$ cat src/rtl/dma_responder_pkg.sv
// Shared definitions for dma_responder: FSM state encodings, config register
// byte offsets, CTRL bit positions and a saturating counter helper.
package dma_responder_pkg;

  typedef enum logic [1:0] {
    ST_IDLE = 2'd0,
    ST_WAIT = 2'd1,
    ST_DONE = 2'd2
  } state_e;

  // Byte offsets of the config registers inside the peripheral window
  localparam logic [7:0] CTRL_OFF   = 8'h00;
  localparam logic [7:0] ERRCNT_OFF = 8'h02;

  // CTRL layout: bit0 EN, bits[3:1] WAIT
  localparam int CTRL_W        = 4;
  localparam int CTRL_EN_BIT   = 0;
  localparam int CTRL_WAIT_LSB = 1;
  localparam int CTRL_WAIT_MSB = 3;

  // Increment an 8-bit counter, sticking at all-ones
  function automatic logic [7:0] sat_inc8(input logic [7:0] v);
    return (v == 8'hFF) ? 8'hFF : v + 8'h01;
  endfunction

endpackage

$ cat src/rtl/dma_responder_mem.sv
// Word RAM for dma_responder: 2^AW x 16, per-byte write enables,
// asynchronous read. Contents are intentionally not reset.
module dma_responder_mem #(
  parameter int AW = 6
) (
  input  logic          i_clk,
  input  logic [1:0]    i_we,
  input  logic [AW-1:0] i_waddr,
  input  logic [15:0]   i_wdata,
  input  logic [AW-1:0] i_raddr,
  output logic [15:0]   o_rdata
);

  logic [15:0] r_mem [0:(2**AW)-1];

  // Commit the selected byte lanes of the write word
  always_ff @(posedge i_clk) begin
    if (i_we[0]) begin
      r_mem[i_waddr][7:0] <= i_wdata[7:0];
    end
    if (i_we[1]) begin
      r_mem[i_waddr][15:8] <= i_wdata[15:8];
    end
  end

  assign o_rdata = r_mem[i_raddr];

endmodule

$ cat src/rtl/dma_responder.sv
// dma_responder: DMA slave with a configurable wait-state memory window and
// a peripheral-bus config block (CTRL, ERRCNT).
// Optional feature macro: DMA_RESPONDER_TRACE_EN enables the 16-bit
// dma_ready history on the trace output; when undefined trace is 0.
module dma_responder #(
  parameter logic [14:0] BASE_ADDR = 15'h0260,
  parameter int          DEC_WD    = 2,
  parameter int          MEM_AW    = 6,
  parameter logic [15:0] WIN_BASE  = 16'hE000
) (
  input  logic        mclk,
  input  logic        puc_rst,
  input  logic [13:0] per_addr,
  input  logic [15:0] per_din,
  input  logic        per_en,
  input  logic [1:0]  per_we,
  output logic [15:0] per_dout,
  input  logic [14:0] dma_addr,
  input  logic [15:0] dma_din,
  input  logic        dma_en,
  input  logic [1:0]  dma_we,
  output logic [15:0] dma_dout,
  output logic        dma_ready,
  output logic        dma_resp,
  output logic [15:0] trace
);

  import dma_responder_pkg::*;

  // ---------------- config registers ----------------
  logic [CTRL_W-1:0] r_ctrl;
  logic [7:0]        r_errcnt;

  logic       w_sel;
  logic [7:0] w_reg_off;
  logic       w_ctrl_wr;
  logic       w_err_wr;
  logic       w_err_inc;
  logic [15:0] w_per_dout;

  assign w_sel     = per_en && (per_addr[13:DEC_WD-1] == BASE_ADDR[14:DEC_WD]);
  assign w_reg_off = 8'({per_addr[DEC_WD-2:0], 1'b0});
  assign w_ctrl_wr = w_sel && (w_reg_off == CTRL_OFF) && per_we[0];
  assign w_err_wr  = w_sel && (w_reg_off == ERRCNT_OFF) && (per_we != 2'b00);

  // CTRL holds its value unless written; ERRCNT clear beats an error increment
  always_ff @(posedge mclk) begin
    if (puc_rst) begin
      r_ctrl   <= '0;
      r_errcnt <= 8'h00;
    end else begin
      if (w_ctrl_wr) begin
        r_ctrl <= per_din[CTRL_W-1:0];
      end
      if (w_err_wr) begin
        r_errcnt <= 8'h00;
      end else if (w_err_inc) begin
        r_errcnt <= sat_inc8(r_errcnt);
      end
    end
  end

  // Combinational register read, zero when unselected, on writes or in reset
  always_comb begin
    w_per_dout = 16'h0000;
    if (w_sel && (per_we == 2'b00) && !puc_rst) begin
      case (w_reg_off)
        CTRL_OFF:   w_per_dout = {{(16-CTRL_W){1'b0}}, r_ctrl};
        ERRCNT_OFF: w_per_dout = {8'h00, r_errcnt};
        default:    w_per_dout = 16'h0000;
      endcase
    end else begin
      w_per_dout = 16'h0000;
    end
  end

  assign per_dout = w_per_dout;

  // ---------------- DMA request FSM ----------------
  state_e            r_state;
  logic [2:0]        r_cnt;
  logic [MEM_AW-1:0] r_idx;
  logic [15:0]       r_din;
  logic [1:0]        r_we;
  logic              r_legal;
  logic              r_ready;
  logic              r_resp;
  logic [15:0]       r_dout;

  logic              w_legal_now;
  logic [2:0]        w_ctrl_wait;
  logic [MEM_AW-1:0] w_mem_raddr;
  logic [15:0]       w_mem_rdata;
  logic [1:0]        w_mem_we;
  logic              w_done_legal;
  logic [1:0]        w_done_we;
  logic [15:0]       w_done_dout;

  assign w_legal_now = r_ctrl[CTRL_EN_BIT] &&
                       (dma_addr[14:MEM_AW] == WIN_BASE[15:MEM_AW+1]);
  assign w_ctrl_wait = r_ctrl[CTRL_WAIT_MSB:CTRL_WAIT_LSB];

  // In IDLE the zero-wait path needs the live request; otherwise the latched one
  assign w_mem_raddr  = (r_state == ST_IDLE) ? dma_addr[MEM_AW-1:0] : r_idx;
  assign w_done_legal = (r_state == ST_IDLE) ? w_legal_now : r_legal;
  assign w_done_we    = (r_state == ST_IDLE) ? dma_we : r_we;
  assign w_done_dout  = (w_done_legal && (w_done_we == 2'b00)) ? w_mem_rdata : 16'h0000;

  // Writes commit at the edge that closes DONE; reset suppresses them
  assign w_mem_we  = ((r_state == ST_DONE) && r_legal && !puc_rst) ? r_we : 2'b00;
  assign w_err_inc = (r_state == ST_DONE) && !r_legal;

  // Request sequencing with registered ready/resp/dout
  always_ff @(posedge mclk) begin
    if (puc_rst) begin
      r_state <= ST_IDLE;
      r_cnt   <= 3'd0;
      r_idx   <= '0;
      r_din   <= 16'h0000;
      r_we    <= 2'b00;
      r_legal <= 1'b0;
      r_ready <= 1'b0;
      r_resp  <= 1'b0;
      r_dout  <= 16'h0000;
    end else begin
      r_ready <= 1'b0;
      r_resp  <= 1'b0;
      r_dout  <= 16'h0000;
      case (r_state)
        ST_IDLE: begin
          if (dma_en) begin
            r_idx   <= dma_addr[MEM_AW-1:0];
            r_din   <= dma_din;
            r_we    <= dma_we;
            r_legal <= w_legal_now;
            r_cnt   <= w_ctrl_wait;
            if (w_ctrl_wait == 3'd0) begin
              r_state <= ST_DONE;
              r_ready <= 1'b1;
              r_resp  <= !w_done_legal;
              r_dout  <= w_done_dout;
            end else begin
              r_state <= ST_WAIT;
            end
          end
        end
        ST_WAIT: begin
          if (!dma_en) begin
            r_state <= ST_IDLE;
          end else if (r_cnt == 3'd1) begin
            r_state <= ST_DONE;
            r_ready <= 1'b1;
            r_resp  <= !w_done_legal;
            r_dout  <= w_done_dout;
          end else begin
            r_cnt <= r_cnt - 3'd1;
          end
        end
        ST_DONE: begin
          r_state <= ST_IDLE;
        end
        default: begin
          r_state <= ST_IDLE;
        end
      endcase
    end
  end

  assign dma_ready = r_ready;
  assign dma_resp  = r_resp;
  assign dma_dout  = r_dout;

  dma_responder_mem #(
    .AW(MEM_AW)
  ) u_mem (
    .i_clk  (mclk),
    .i_we   (w_mem_we),
    .i_waddr(r_idx),
    .i_wdata(r_din),
    .i_raddr(w_mem_raddr),
    .o_rdata(w_mem_rdata)
  );

`ifdef DMA_RESPONDER_TRACE_EN
  logic [15:0] r_trace;

  // Shift the registered ready flag into the history every cycle
  always_ff @(posedge mclk) begin
    if (puc_rst) begin
      r_trace <= 16'h0000;
    end else begin
      r_trace <= {r_trace[14:0], r_ready};
    end
  end

  assign trace = r_trace;
`else
  assign trace = 16'h0000;
`endif

  logic w_unused;
  assign w_unused = &{1'b0, per_din[15:CTRL_W]};

endmodule

$ cat config.mk
export PLATFORM = sky130hd
export DESIGN_NAME = dma_responder
export DESIGN_NICKNAME = d
export VERILOG_FILES = /design/src/rtl/dma_responder_pkg.sv /design/src/rtl/dma_responder_mem.sv /design/src/rtl/dma_responder.sv
export SDC_FILE = /design/constraint.sdc
export NUM_CORES = 1
export LEC_CHECK = 0
export ABC_CLOCK_PERIOD_IN_PS = 6600
export BUFFER_PORTS_ARGS = -buffer_cell sky130_fd_sc_hd__buf_2
export CELL_PAD_IN_SITES_DETAIL_PLACEMENT = 0
export CELL_PAD_IN_SITES_GLOBAL_PLACEMENT = 2
export CORE_MARGIN = 1
export CORE_UTILIZATION = 50
export CTS_CLUSTER_SIZE = 30
export DETAILED_ROUTE_END_ITERATION = 7
export PLACE_DENSITY_LB_ADDON = 0.1
export SLEW_MARGIN = 20
export SYNTH_ARGS = -nofsm -noshare
export SYNTH_HDL_FRONTEND = slang
export SYNTH_SLANG_ARGS = --single-unit
$ cat constraint.sdc
create_clock -name mclk -period 6.6 [get_ports mclk]
set_clock_uncertainty 0.2 [all_clocks]
set_input_delay 0.99 -clock mclk [delete_from_list [all_inputs] [get_ports mclk]]
set_output_delay 0.99 -clock mclk [all_outputs]
set_load 0.01 [all_outputs]
# After elaboration in Yosys (flattened, before gate mapping)
# Memories as Yosys holds them, arrays and structs flattened.
# Index checks and enable logic that the tools add are counted.
# op_classes
addsub,2
n_eq_ne,10
n_mux,36
n_reduce_logical,26
# ops
op,count
16-bit 2-to-1 mux,6
16-bit case mux with 2 select lines,1
8-bit case mux with 2 select lines,1
13-bit by 8-bit == test with 1-bit output (second input constant),1
1-bit 2-to-1 mux,13
1-bit logical AND,12
2-bit 2-to-1 mux,6
9-bit == test (second input constant),1
3-bit 2-to-1 mux,3
8-bit by 1-bit adder with 8-bit output (second input constant),1
8-bit == test (second input constant),1
8-bit zero test,1
8-bit 2-to-1 mux,1
2-bit zero test,3
6-bit 2-to-1 mux,1
2-bit != test (second input constant),3
3-bit case mux with 2 select lines,1
1-bit case mux with 2 select lines,2
2-bit case mux with 2 select lines,1
2-bit AND reduction,2
4-bit AND reduction,1
2-bit nonzero test,2
3-bit by 1-bit == test with 1-bit output (second input constant),1
1-bit zero test,3
6 further kinds,6
# word_totals
reg_bits,60
mem_bits_rw,1024
in_bits,69
out_inout_bits,50
n_memories,1
# mem_list
name,words,word_bits,rd,rd_ports_with_merged_regs,wr,line,rtl
u_mem.r_mem,64,16,1,0,1,dma_responder_mem.sv:14,logic [15:0] r_mem [0:(2**AW)-1];

# Longest topological paths before layout
# logic_depth
depth_word,8
mapped_depth,12
ltp_nobuf,9

# By module
# From an unflattened synthesis, not the netlist that was laid out.
# hier_totals
hier_cells,2190
hier_area_um2,42649.7
# modules_own_cells
mod,n_inst,cells_per_inst,area_per_inst_um2
dma_responder_mem,1,1889,39983.3
dma_responder,1,301,2666.3

# Least setup slack after synthesis
# OpenSTA, ideal clock, no wires.
# synth_path
kind,input to output
from,input port per_addr[2]
to,output port per_dout[0]
arrival_ns,2.118
required_time_ns,5.410
setup_slack_ns,3.292
stages,4
path_buffers,0
path_cell_list,nor4b_1 nand4_1 or4_1 nor2_1
# synth_between
elab_chain_cells,5
# synth_rtl
item,line,rtl
start: declaration,dma_responder.sv:13,"input logic [13:0] per_addr,"
13-bit by 8-bit == test with 1-bit output,dma_responder.sv:41,assign w_sel = per_en && (per_addr[13:DEC_WD-1] == BASE_ADDR[14:DEC_WD]);
1-bit logical AND,dma_responder.sv:41,
1-bit logical AND (2 in a row),dma_responder.sv:66,if (w_sel && (per_we == 2'b00) && !puc_rst) begin
16-bit 2-to-1 mux,dma_responder.sv:66,
end: declaration,dma_responder.sv:17,"output logic [15:0] per_dout,"
# No other way between the ends.

# Final worst setup path
# layout_path
from,register r_state[0]
to,register r_dout[12] (netlist: dma_dout[12])
# layout_between
elab_chain_cells,8
elab_cells_between_ends,14
# layout_rtl
item,line,rtl
start: declaration,dma_responder.sv:80,state_e r_state;
start signal: assignment,dma_responder.sv:116,r_state <= ST_IDLE;
start signal: assignment,dma_responder.sv:138,r_state <= ST_DONE;
start signal: assignment,dma_responder.sv:143,r_state <= ST_WAIT;
"parallel branches: the longest is 7 deep, another holds memory read 64 x 16 bit",n/a,
16-bit case mux with 2 select lines (*),dma_responder.sv:129,case (r_state)
end signal: assignment,dma_responder.sv:141,r_dout <= w_done_dout;
end signal: assignment,dma_responder.sv:154,r_dout <= w_done_dout;
end: declaration,dma_responder.sv:88,logic [15:0] r_dout;
# Mark *: on every way between the ends.
# A chain may end at the register's enable or synchronous reset.

==> out/results.txt <==
Syn Inst Count: 2805
TritonCTS Sinks: 1084
pwr dens: 311 nW/µm²
Mean Syn Cell Area: 15.2 µm²
post-CTS setup buffer count: 0
final core occ: 0.569
period utilization: 0.672
layout cells sized above 1: 0.151
Remaining DRCs: 0
min Tclk post-route: 4440 ps
Slowest-stage cell, CP: a2111oi_0
PortBufs: 82
clk_lat worst skew: 670 ps
# rows: 106
async set or reset register ratio after synthesis: 0
worst hold endpoint: r_din[8]
Final Hold Fails: 0
endpoints failing setup: 0
yosys warns: 0
crit-path max cell delay: 920 ps
Crit path arrival time: 4790 ps
maxcap violations: 0
EDFF count, synth: 1024
Worst-Margin Slew: 1050 ps
Max Clk Rate: 225 MHz
hold buffers post-CTS: 0
diode count: 0
worst hold path class: reg -> reg
largest net degree at the start of global routing: 118
critical path, cell by cell: or3b_4, nand2_8, nand2_1, a21oi_1, a2111oi_0, a22oi_1, a221o_1
Die H: 294 µm
Design Area, Final: 47800 µm²
Placer Congestion: 0.800
total core area: 84100 µm²
final WL: 111000 µm
critical path launch point type: flip-flop
VDD IR max: 0.218 mV
top_reg_cell synth: edfxtp_1
clock-pin slew on the worst setup and hold paths: 60 ps
GRT Overall Usage: 0.259
reg-to-reg startpoint: r_state[0]
LEAKAGE: 16.3 nW
post_cts resized: 0
Synth area leaders: edfxtp_1 (72%), nand2_1 (4.1%), mux4_2 (3.3%)
CTS tree: done
grt total ovfl: 0
# nets final: 2950
Seq/Total Area, Yosys: 0.749
Hold Path Stages: 2
CTS buffer count: 111
biggest area consumer among synthesized cells: edfxtp_1
Starting Density: 0.508
Cells after DPL: 3899
I/O pin count: 119
Max FO, Critical Path: 60
most common cell after layout, fill and taps aside: edfxtp_1
critical path capture point type: flip-flop
synthesized area: 42700 µm²
R2R Setup Slk: 2160 ps
Required @ worst endpoint: 6950 ps
most frequent cells in the layout: edfxtp_1 (1024), nand2_1 (467), nor2_1 (183)
setup tns final: 0 ps
drt wl/cell: 27.1 µm
Die W: 294 µm
P&R area growth vs syn: 12.1%
synth unique cells: 73
post-route ant nets: 0
hold path start: r_din[8]
CTS Buffer Depth: 3
placed cell area: 44100 µm²
global-route wire length before repair: 162000 µm
Root Driver: clkbuf_16
fill cell count: 6637
post-route insts no fill: 4104
RR Endpoint: dma_dout[12]
FF-to-FF path depth: 7
die area: 86500 µm²
number of global-route vias before repair: 24000
RSZ-0062 raised after global routing: false
Final Slew Violations: 0
area share of the largest cell type after synthesis: 0.721
CTS H-tree depth: 3
via count: 24500
1st-iter DRT viols: 2350
Synth Register Bits: 1084
status: completed
drt first pass iters: 6
Slew HR: 0.283
initial antenna violation count: 2
via/cell ratio: 5.97
critical setup path kind: reg -> reg
post-DP HPWL: 65700 µm
## worst max-delay path, delay by kind of cell (launching register included)
kind             cells  cell delay, ps
flip-flops           1             730
AO/OA/AOI/OAI        4            1880
AND/OR/NAND/NOR      3            1450
## final cells by class
cell class | instances | area [µm²] | share of cell area
Tap cell | 1134 | 1420 | 0.0297
Timing Repair Buffer | 129 | 788 | 0.0165
Sequential cell | 1084 | 32000 | 0.668
Clock buffer | 141 | 3020 | 0.0632
Multi-Input combinational cell | 1546 | 9880 | 0.207
Clock inverter | 64 | 731 | 0.0153
Inverter | 6 | 22.5 | 0.000471
## flip-flops by register name, indices dropped and copies added, names as in the netlist, 2 cells and up
name         cells
u_mem.r_mem   1024
dma_dout        16
r_din           16
r_errcnt         8
r_idx            6
r_ctrl           4
r_cnt            3
r_state          2
r_we             2
## report_power, final
part           leakage, nW  internal (mW)  switching, mW
combinational         4.12          0.268          0.651
clock                 1.82           3.81           2.60
sequential            10.4           7.54         0.0132
## worst max-delay path by stage
stage                 from           end  slack [ps]  depth (start not counted)
2_1_floorplan  per_addr[2]   per_dout[0]        3290                          4
3_3_place_gp   dma_addr[0]  dma_dout[12]        1840                          7
3_5_place_dp   dma_addr[0]  dma_dout[12]        1810                          8
4_1_cts         r_state[0]  dma_dout[12]        2180                          7
5_1_grt         r_state[0]   dma_dout[7]        1930                          9
6_report        r_state[0]  dma_dout[12]        2160                          7
## cell families (layout without fill, tap and decap cells)
kind of cell	Yosys count	in the layout	synth area share
flip-flops	1084	1084	0.749
AND/OR/NAND/NOR	864	864	0.0869
AO/OA/AOI/OAI	444	444	0.0712
multiplexers	209	209	0.0684
buffers and inverters	198	340	0.0235
adder cells (fa/ha/maj)	3	3	0.000880
XOR/XNOR	2	2	0.000411
other	1	24	0.0000879
## cell usage after synthesis (30+ instances only)
| cell type | number |
|---|---|
| a21oi_1 | 109 |
| a22oi_1 | 31 |
| a31oi_1 | 47 |
| and3_1 | 39 |
| buf_2 | 65 |
| buf_4 | 37 |
| clkbuf_1 | 77 |
| dfxtp_1 | 60 |
| edfxtp_1 | 1024 |
| mux2_2 | 30 |
| mux2i_1 | 116 |
| mux4_2 | 63 |
| nand2_1 | 470 |
| nand3_1 | 91 |
| nor2_1 | 185 |
| o21ai_0 | 38 |
| o221ai_1 | 31 |
## metrics by stage
| stage | total power, mW | hold slack [ps] | setup WS (ps) |
|---|---|---|---|
| finish | 14.9 | 251 | 2160 |
| global route | 15.3 | 269 | 1930 |
| CTS | 15.0 | 253 | 2180 |
| detailed placement | 8.62 | 244 | 1810 |
| global placement | 8.60 | 241 | 1840 |
| floorplan | 8.27 | 254 | 3290 |
## routing by layer
metal / share of wire / global-route usage / wire, µm
met3: 0.064 / 0.0340 / 7070
met4: 0.023 / 0.0724 / 2580
met1: 0.43 / 0.367 / 47600
met2: 0.48 / 0.422 / 53900
met5: 0.00024 / 0 / 27
No activity file was read; power rests on OpenSTA's default activity.
